[src/rtl/overflow_interval_tracker_pkg.sv]
// Shared types and helpers for the overflow-interval store: store sizes,
// tracker states, the {first, last} interval record and range arithmetic.
package overflow_pkg;

   localparam int ADDR_W = 32;

   typedef enum logic [1:0] {
      SZ_B = 2'd0,
      SZ_H = 2'd1,
      SZ_W = 2'd2,
      SZ_D = 2'd3
   } store_size_e;

   typedef enum logic [1:0] {
      IDLE  = 2'd0,
      ARMED = 2'd1,
      OPEN  = 2'd2
   } tracker_state_e;

   typedef struct packed {
      logic [ADDR_W-1:0] first;
      logic [ADDR_W-1:0] last;
   } interval_t;

   function automatic logic [3:0] size_bytes(input store_size_e sz);
      case (sz)
         SZ_B:    return 4'd1;
         SZ_H:    return 4'd2;
         SZ_W:    return 4'd4;
         SZ_D:    return 4'd8;
         default: return 4'd1;
      endcase
   endfunction

   // Last byte touched; a carry out of the address space clamps to the top byte.
   function automatic logic [ADDR_W-1:0] access_end(input logic [ADDR_W-1:0] addr,
                                                   input store_size_e sz);
      logic [ADDR_W:0] end_x;
      end_x = {1'b0, addr} + {29'd0, size_bytes(sz)} - 33'd1;
      return end_x[ADDR_W] ? {ADDR_W{1'b1}} : end_x[ADDR_W-1:0];
   endfunction

   function automatic logic merges(input logic [ADDR_W-1:0] addr,
                                   input interval_t iv,
                                   input logic [ADDR_W:0] gap);
      return (addr >= iv.first) &&
             ({1'b0, addr} <= ({1'b0, iv.last} + 33'd1 + gap));
   endfunction

endpackage

[src/rtl/overflow_interval_tracker_if.sv]
// Store-commit tap in, interval-buffer write port out.
interface overflow_interval_tracker_if;
   import overflow_pkg::*;

   logic              store_valid;
   logic [ADDR_W-1:0] store_addr;
   logic [1:0]        store_size;
   logic              en_write;
   logic [ADDR_W-1:0] addr_first;
   logic [ADDR_W-1:0] addr_last;

   modport master (
      output store_valid, store_addr, store_size,
      input  en_write, addr_first, addr_last
   );

   modport slave (
      input  store_valid, store_addr, store_size,
      output en_write, addr_first, addr_last
   );

endinterface

[src/rtl/overflow_interval_tracker_chk.sv]
// Flags an arm with inverted bounds, which leaves tracker behaviour undefined.
module overflow_interval_tracker_chk (
   input logic        clk_i,
   input logic        rst_ni,
   input logic        arm_i,
   input logic [31:0] bound_lo_i,
   input logic [31:0] bound_hi_i
);

   // Sample the bounds on every effective arm
   always @(posedge clk_i) begin
      if (rst_ni && arm_i) begin
         assert (bound_lo_i <= bound_hi_i)
            else $error("overflow_interval_tracker: bound_lo %h above bound_hi %h", bound_lo_i, bound_hi_i);
      end
   end

endmodule

[src/rtl/overflow_interval_tracker.sv]
// Watches committed stores against an armed buffer's bounds and emits each
// coalesced out-of-bounds interval as one write into the interval buffer.
module overflow_interval_tracker
   import overflow_pkg::*;
#(
   parameter int unsigned GAP     = 0,
   parameter int unsigned COUNT_W = 8
) (
   input  logic                         clk_i,
   input  logic                         rst_ni,
   input  logic                         arm_i,
   input  logic                         disarm_i,
   input  logic [ADDR_W-1:0]            bound_lo_i,
   input  logic [ADDR_W-1:0]            bound_hi_i,
   overflow_interval_tracker_if.slave   bus,
   output logic                         busy_o,
   output logic                         overflow_detected_o,
   output logic [COUNT_W-1:0]           interval_count_o
);

   localparam logic [ADDR_W:0] GAP_X = (ADDR_W+1)'(GAP);

   tracker_state_e     state_r;
   interval_t          iv_r;
   interval_t          out_iv_r;
   logic [ADDR_W-1:0]  lo_r;
   logic [ADDR_W-1:0]  hi_r;
   logic               en_r;
   logic               flush_pend_r;
   logic               clear_pend_r;
   logic               sticky_r;
   logic [COUNT_W-1:0] cnt_r;

   store_size_e        size_s;
   logic [ADDR_W-1:0]  end_s;
   logic [ADDR_W-1:0]  merged_last_s;
   logic               arm_only_s;
   logic               hit_s;
   logic               merge_s;
   logic               emit_s;
   interval_t          emit_iv_s;
   interval_t          new_iv_s;
   logic [COUNT_W-1:0] cnt_base_s;
   logic [COUNT_W-1:0] cnt_inc_s;
   logic               sticky_base_s;

   // Classify the current store and decide whether an interval leaves this cycle
   always_comb begin
      size_s        = store_size_e'(bus.store_size);
      end_s         = access_end(bus.store_addr, size_s);
      new_iv_s      = '{first: bus.store_addr, last: end_s};
      merged_last_s = (end_s > iv_r.last) ? end_s : iv_r.last;
      arm_only_s    = arm_i && !disarm_i;
      hit_s         = 1'b0;
      merge_s       = 1'b0;
      emit_s        = 1'b0;
      emit_iv_s     = iv_r;
      if (((state_r == ARMED) || ((state_r == OPEN) && !flush_pend_r)) &&
          bus.store_valid && !arm_only_s &&
          ((bus.store_addr < lo_r) || (end_s > hi_r))) begin
         hit_s = 1'b1;
      end else begin
         hit_s = 1'b0;
      end
      if ((state_r == OPEN) && hit_s) begin
         merge_s = merges(bus.store_addr, iv_r, GAP_X);
      end else begin
         merge_s = 1'b0;
      end
      case (state_r)
         ARMED: begin
            if (disarm_i && hit_s) begin
               emit_s    = 1'b1;
               emit_iv_s = new_iv_s;
            end else begin
               emit_s    = 1'b0;
            end
         end
         OPEN: begin
            if (flush_pend_r || arm_i || (hit_s && !merge_s)) begin
               emit_s    = 1'b1;
            end else if (disarm_i) begin
               emit_s    = 1'b1;
               emit_iv_s = merge_s ? '{first: iv_r.first, last: merged_last_s} : iv_r;
            end else begin
               emit_s    = 1'b0;
            end
            // Disarm with a merging store flushes the already-extended interval
            if (!flush_pend_r && disarm_i && merge_s) begin
               emit_iv_s = '{first: iv_r.first, last: merged_last_s};
            end else begin
               emit_iv_s = emit_iv_s;
            end
         end
         default: begin
            emit_s = 1'b0;
         end
      endcase
      cnt_base_s    = clear_pend_r ? {COUNT_W{1'b0}} : cnt_r;
      sticky_base_s = clear_pend_r ? 1'b0 : sticky_r;
      cnt_inc_s     = (cnt_base_s == {COUNT_W{1'b1}}) ? cnt_base_s : (cnt_base_s + COUNT_W'(1));
   end

   // Tracker FSM with registered emission, counter and sticky flag
   always_ff @(posedge clk_i or negedge rst_ni) begin
      if (!rst_ni) begin
         state_r      <= IDLE;
         iv_r         <= '{first: 32'd0, last: 32'd0};
         out_iv_r     <= '{first: 32'd0, last: 32'd0};
         lo_r         <= 32'd0;
         hi_r         <= 32'd0;
         en_r         <= 1'b0;
         flush_pend_r <= 1'b0;
         clear_pend_r <= 1'b0;
         sticky_r     <= 1'b0;
         cnt_r        <= {COUNT_W{1'b0}};
      end else begin
         en_r         <= emit_s;
         out_iv_r     <= emit_s ? emit_iv_s : out_iv_r;
         cnt_r        <= emit_s ? cnt_inc_s : cnt_base_s;
         sticky_r     <= sticky_base_s | hit_s;
         clear_pend_r <= 1'b0;
         case (state_r)
            IDLE: begin
               if (arm_only_s) begin
                  lo_r     <= bound_lo_i;
                  hi_r     <= bound_hi_i;
                  cnt_r    <= {COUNT_W{1'b0}};
                  sticky_r <= 1'b0;
                  state_r  <= ARMED;
               end else begin
                  state_r  <= IDLE;
               end
            end
            ARMED: begin
               if (disarm_i) begin
                  state_r  <= IDLE;
               end else if (arm_i) begin
                  lo_r     <= bound_lo_i;
                  hi_r     <= bound_hi_i;
                  cnt_r    <= {COUNT_W{1'b0}};
                  sticky_r <= 1'b0;
                  state_r  <= ARMED;
               end else if (hit_s) begin
                  iv_r     <= new_iv_s;
                  state_r  <= OPEN;
               end else begin
                  state_r  <= ARMED;
               end
            end
            OPEN: begin
               if (flush_pend_r) begin
                  flush_pend_r <= 1'b0;
                  state_r      <= IDLE;
               end else if (disarm_i) begin
                  // A fresh interval opened alongside disarm drains on the next cycle
                  if (hit_s && !merge_s) begin
                     iv_r         <= new_iv_s;
                     flush_pend_r <= 1'b1;
                     state_r      <= OPEN;
                  end else begin
                     state_r      <= IDLE;
                  end
               end else if (arm_i) begin
                  lo_r         <= bound_lo_i;
                  hi_r         <= bound_hi_i;
                  clear_pend_r <= 1'b1;
                  state_r      <= ARMED;
               end else if (merge_s) begin
                  iv_r.last    <= merged_last_s;
               end else if (hit_s) begin
                  iv_r         <= new_iv_s;
               end else begin
                  state_r      <= OPEN;
               end
            end
            default: begin
               state_r <= IDLE;
            end
         endcase
      end
   end

   assign bus.en_write         = en_r;
   assign bus.addr_first       = out_iv_r.first;
   assign bus.addr_last        = out_iv_r.last;
   assign busy_o               = (state_r == OPEN);
   assign overflow_detected_o  = sticky_r;
   assign interval_count_o     = cnt_r;

   overflow_interval_tracker_chk u_chk (
      .clk_i      (clk_i),
      .rst_ni     (rst_ni),
      .arm_i      (arm_only_s),
      .bound_lo_i (bound_lo_i),
      .bound_hi_i (bound_hi_i)
   );

endmodule
[src/flat_wrapper.sv]
// flat-port wrapper written by rule: the top's interface ports become plain ports
module overflow_interval_tracker_flat import overflow_pkg::*;
#(
   parameter int unsigned GAP     = 0,
   parameter int unsigned COUNT_W = 8
)
  (clk_i, rst_ni, arm_i, disarm_i, bound_lo_i, bound_hi_i, busy_o, overflow_detected_o, interval_count_o, bus_store_valid, bus_store_addr, bus_store_size, bus_en_write, bus_addr_first, bus_addr_last);
  overflow_interval_tracker_if bus_i ();
  input  logic clk_i;
  input  logic rst_ni;
  input  logic arm_i;
  input  logic disarm_i;
  input  logic [ADDR_W-1:0] bound_lo_i;
  input  logic [ADDR_W-1:0] bound_hi_i;
  output logic busy_o;
  output logic overflow_detected_o;
  output logic [COUNT_W-1:0] interval_count_o;
  input wire logic [$bits(bus_i.store_valid)-1:0] bus_store_valid;
  input wire logic [$bits(bus_i.store_addr)-1:0] bus_store_addr;
  input wire logic [$bits(bus_i.store_size)-1:0] bus_store_size;
  output wire logic [$bits(bus_i.en_write)-1:0] bus_en_write;
  output wire logic [$bits(bus_i.addr_first)-1:0] bus_addr_first;
  output wire logic [$bits(bus_i.addr_last)-1:0] bus_addr_last;
  assign bus_i.store_valid = bus_store_valid;
  assign bus_i.store_addr = bus_store_addr;
  assign bus_i.store_size = bus_store_size;
  assign bus_en_write = bus_i.en_write;
  assign bus_addr_first = bus_i.addr_first;
  assign bus_addr_last = bus_i.addr_last;
  overflow_interval_tracker #(.GAP(GAP), .COUNT_W(COUNT_W)) u_core (.clk_i(clk_i), .rst_ni(rst_ni), .arm_i(arm_i), .disarm_i(disarm_i), .bound_lo_i(bound_lo_i), .bound_hi_i(bound_hi_i), .bus(bus_i), .busy_o(busy_o), .overflow_detected_o(overflow_detected_o), .interval_count_o(interval_count_o));
endmodule
[config.mk]
export PLATFORM = sky130hd
export DESIGN_NAME = overflow_interval_tracker_flat
export DESIGN_NICKNAME = d
export VERILOG_FILES = /design/src/rtl/overflow_interval_tracker_pkg.sv /design/src/rtl/overflow_interval_tracker_if.sv /design/src/rtl/overflow_interval_tracker_chk.sv /design/src/rtl/overflow_interval_tracker.sv /design/src/flat_wrapper.sv
export SDC_FILE = /design/constraint.sdc
export NUM_CORES = 1
export LEC_CHECK = 0
export ABC_AREA = 0
export CAP_MARGIN = 20
export CORE_UTILIZATION = 58
export DETAILED_ROUTE_END_ITERATION = 16
export PLACE_DENSITY = 0.93
export SLEW_MARGIN = 30
export SYNTH_ARGS = -nofsm -noshare
export SYNTH_HDL_FRONTEND = slang
export SYNTH_HIERARCHICAL = 1
export SYNTH_SLANG_ARGS = --single-unit
[constraint.sdc]
create_clock -name clk_i -period 6.6 [get_ports clk_i]
set_clock_uncertainty 0.05 [all_clocks]
set_input_delay 1.32 -clock clk_i [delete_from_list [all_inputs] [get_ports clk_i]]
set_output_delay 1.32 -clock clk_i [all_outputs]
set_load 0.02 [all_outputs]
==> results of run 1 <==
-- stage by stage --
step,util [%],cells
CTS,81.9,2708
detailed placement,75.4,2617
global placement,75.4,2617
floorplan,-,1863
-- routing by layer --
metal | overflow | GRT usage [%]
met4 | 6 | 66.7
met1 | 0 | 73.6
met5 | 0 | 37.2
met3 | 1 | 64.6
met2 | 3 | 85.9
-- Yosys cell counts, types with 36 or more instances --
cell type / instances
a21oi_1: 180
a22oi_1: 36
clkbuf_1: 63
dfrtp_1: 206
ha_1: 200
inv_1: 182
mux2i_1: 78
nand2_1: 177
nand3_1: 44
nand4_1: 36
nor2_1: 61
o21ai_0: 142
xnor2_1: 48
-- repair_timing --
action / in CTS
gates cloned: 3
pin swaps: 25
buffers inserted: 46
gates resized for setup: 107
endpoints found under the setup margin: 141
-- logic make-up after synthesis --
logic type	after synthesis	share of synthesized area [%]
flops	206	31.6
compound gates	554	21.2
buf+inv	275	6.79
fa+ha+maj	201	15.5
simple gates	448	13.3
mux	121	8.43
xor+xnor	58	3.12
==> impl_metrics.toml, run 1 <==
[grt]
grt_pass1_wl_um = 154000
grt_usage_pct = 73.2
grt_max_degree = 127
gr-total-overflow = 10
grt_pass1_vias = 23434

[synthesis]
synth.distinct_cells = 78
yosys_warnings = 6
synth_edf_count = 0
synth_top_flop_cell = "dfrtp_1"
synth.top_cell.area_share_pct = 31.6
synth_seq_area_share_pct = 31.6
synthTopCellsByArea = "dfrtp_1, ha_1, a21oi_1, mux2i_1, o21ai_0"
yosysTopAreaCell = "dfrtp_1"
async_flop_share_pct = 100
yosys_register_bits = 206
synth.avg_cell_area_sq_um = 8.75
syn_inst = 1863
syn-num-nets = 2167
synthesis.area_sq_um = 16300

[clocking]
cts.sink_count = 206
cts_root_buf = "clkbuf_16"
cts_max_level = 1
cts_made_buffers = 25
hold_buffers = 0
cts_buffer_depth = 3

[run_status]
lastStage = "global routing (5_1_grt)"
toolErrorMsg = "[ERROR GRT-0116] Global routing finished with congestion. Check the congestion regions in the DRC Viewer."
status = "did not finish"

[placed_design]
portBuffers = 177
gp_congestion = 1.03
place_ws_ps = -1380
dp_hpwl_um = 42000
post_dp_cell_area_sq_um = 20600

[die]
die_y_um = 170
io_pins = 178
dieWidth_um = 170
initial_core_util_pct = 59.8
rows = 60
==> inputs of run 2 (changes only) <==
- CORE_UTILIZATION: 58 -> 40
- PLACE_DENSITY: 0.93 -> default
- PLACE_DENSITY_LB_ADDON: default -> 0.15
==> run 2 against run 1 <==
Net effect:
- the flow now finishes without violations
- area after synthesis stayed put
- synthesized cell count unchanged
==> impl_metrics.toml, run 2 <==
[run]
cap_violations = 0

[synthesis]
synth.avg_cell_area_sq_um = 8.75
synth_seq_area_share_pct = 31.6
yosys_register_bits = 206
async_flop_share_pct = 100
synthTopCellsByArea = "dfrtp_1, ha_1, a21oi_1, mux2i_1, o21ai_0"
synth_edf_count = 0
yosys_warnings = 6
yosys.area_share.simple_pct = 13.3
synth_compound_area_share_pct = 21.2
synth.top_cell.area_share_pct = 31.6
syn_inst = 1863
netlist_top_cells_count = "dfrtp_1, ha_1, inv_1"
synthesis.area_sq_um = 16300
synth_top_family_by_area = "compound AO/OA/AOI/OAI gates"
synth.distinct_cells = 78
muxShareOfSynthArea_pct = 8.43
synthXorXnorAreaFrac_pct = 3.12
synth_fa_ha_area_share_pct = 15.5
synth_top_flop_cell = "dfrtp_1"
yosysTopAreaCell = "dfrtp_1"
synth_most_common_cell = "dfrtp_1"
syn-num-nets = 2167

[worst_setup_path]
crit_type = "in -> reg"
crit_path_start_kind = "primary input"
crit_buf_inv = 7
crit_top_cell = "buf_4"
cpLargestDelayFamily = "compound AO/OA/AOI/OAI gates"
r2r_slack_ps = 600
end_kind = "flip-flop"
cp.arrival_ps = 6820
path_cells = "clkdlybuf4s50_1 > buf_4 > ha_1 > buf_4 > o21ai_1 > a211oi_1 > nand4_1 > o21ai_0 > or3_4 > a211oi_2 > o31ai_1 > buf_4 > ha_4 > nand3_4 > nor4_4 > nand4_1 > nand2b_4 > o22ai_4 > buf_4 > o211ai_1 > buf_6 > buf_12 > o311ai_0 > a31oi_1"
cpPeakStageDelay_ps = 450
cp_slowest_cell = "clkdlybuf4s50_1"
path_max_fanout = 45
reg2regPathDepth = 19
r2r_start = "u_core/iv_r[16]"
cp.required_ps = 6960
r2r-end = "u_core/iv_r[4]"

[timing]
hold-worst-slack_ps = 473
setup_slack_ps = 146
finalCritPeriodShare_pct = 97.8
post-route-min-period_ps = 6450
maxSlewHeadroom_pct = 43.0
worst_slew_pin_slew_ps = 855
max_freq_ghz = 0.155
finalSetupViolCount = 0
timing_hold_violations_final = 0
slew_violations = 0

[clocking]
cts_root_buf = "clkbuf_16"
cts_buffer_depth = 3
clk_latency_ps = 570
cts_made_buffers = 26
cts.clk_slew.worst_paths_ps = 60
cts_max_level = 1
hold_buffers = 0
cts.sink_count = 206
cts_tree = "yes"

[run_status]
status = "completed"

[detailed_routing]
drc = 0
ant_nets = 0
post_drt_wl_per_cell_um = 20.0
drt-initial-drc-count = 1019
dr.pass1.iters = 5
wirelength_um = 57100
via_count = 15809
routed_via_density = 5.55

[cells_and_area]
largest_reg_flops = 64
final_nets = 2612
antenna_cells = 0
drive_above_1_share_pct = 22.4
final_util_pct = 56.5
fillers = 3639
layout_commonest_cell = "buf_4"
regMostFlops = "u_core/iv_r"
mostFrequentLayoutCells = "buf_4, dfrtp_1, ha_1"
areaGrowthSynthToFinish_pct = 38.5

[die]
io_pins = 178
dieArea_sq_um = 41600
core_sq_um = 39900
die_y_um = 204
initial_core_util_pct = 40.8
rows = 73
dieWidth_um = 204

[grt]
antenna_found_initial = 0
grt_usage_pct = 27.2
grt_pass1_vias = 16034
grt_max_degree = 109
grt_pass1_wl_um = 88000
gr-total-overflow = 0

[placed_design]
gp_congestion = 0.941
dp_hpwl_um = 43700
place_ws_ps = -1190
portBuffers = 177

[worst_hold_path]
hold-path-endpoint = "u_core/bus.addr_first[26]"
hold_start = "u_core/bus.addr_first[26]"
worstHoldPathCells = 2
worstHoldPathType = "reg -> reg"

[power_and_ir_drop]
p_leak_nw = 10.8
peakVddDrop_mv = 0.237
power_density_nw_per_um2 = 297
-- run 2: cell counts after synthesis --
Identical to the previous run, type by type.
-- run 2: tightest hold or removal path, stage by stage, from the launching register on --
cell and delay, ps:
dfrtp_1 340, a21oi_1 40, a21oi_1 100
-- run 2: worst max-delay path by stage --
stage / slack (ps) / from / cells after the start / to
floorplan: 5 / bus_store_size[0] / 24 / u_core/iv_r[10]
global placement: -1170 / bus_store_size[0] / 25 / u_core/bus.addr_last[28]
detailed placement: -1190 / bus_store_size[0] / 23 / u_core/iv_r[36]
CTS: 40 / bus_store_addr[10] / 26 / u_core/iv_r[10]
global route: -50 / bus_store_size[1] / 26 / u_core/bus.addr_last[21]
finish: 150 / bus_store_addr[9] / 24 / u_core/bus.addr_last[17]
-- run 2: cell type report --
class / count / area [sq um] / area share [%]
timing repair buffer: 507 / 4560 / 20.2
clock inverter: 8 / 118 / 0.521
sequential: 206 / 5150 / 22.8
clock buffer: 37 / 793 / 3.51
multi-input combinational: 1382 / 10600 / 46.9
inverter: 185 / 694 / 3.08
tap: 525 / 657 / 2.91
-- run 2: cell families (layout without fill, tap and decap cells) --
family,after synthesis,count (layout)
adder cells (fa/ha/maj),201,201
buffers and inverters,275,737
AO/OA/AOI/OAI,554,554
AND/OR/NAND/NOR,448,448
XOR/XNOR,58,58
multiplexers,121,121
flip-flops,206,206
-- run 2: power by group --
| part | internal (W) | switching [W] | leakage (nW) | total, W |
|---|---|---|---|---|
| Sequential | 0.00164 | 0.000322 | 2.50 | 0.00197 |
| Clock | 0.000943 | 0.000590 | 0.451 | 0.00153 |
| Combinational | 0.00152 | 0.00168 | 7.83 | 0.00320 |
| Total | 0.00411 | 0.00259 | 10.8 | 0.00669 |
-- run 2: routing by layer --
| metal | vias up | part of all wire (%) | track usage, % |
|---|---|---|---|
| li1 | 7642 | - | - |
| met1 | 7691 | 44 | 35.6 |
| met2 | 377 | 49 | 46.7 |
| met3 | 99 | 4.7 | 3.59 |
| met4 | 0 | 2.6 | 7.65 |
| met5 | - | 0 | 0 |
-- run 2: per-stage QoR --
step,TNS (ps),instances,instance area [sq um],power [W]
floorplan,0,1863,16300,0.00372
global placement,-129190,2772,20800,0.00495
detailed placement,-143340,2772,20800,0.00501
CTS,0,2839,22200,0.00667
global route,-177,2850,22600,0.00715
finish,0,2850,22600,0.00669
-- run 2: timing repair --
action | CTS | global route
endpoints found under the setup margin | 138 | 132
gates resized for setup | 62 | 70
pin swaps | 23 | 42
endpoints found under the hold margin | 0 | 0
cloned | 4 | 0
setup buffers | 19 | 11
Note: power is estimated with default switching activity, not from simulation.
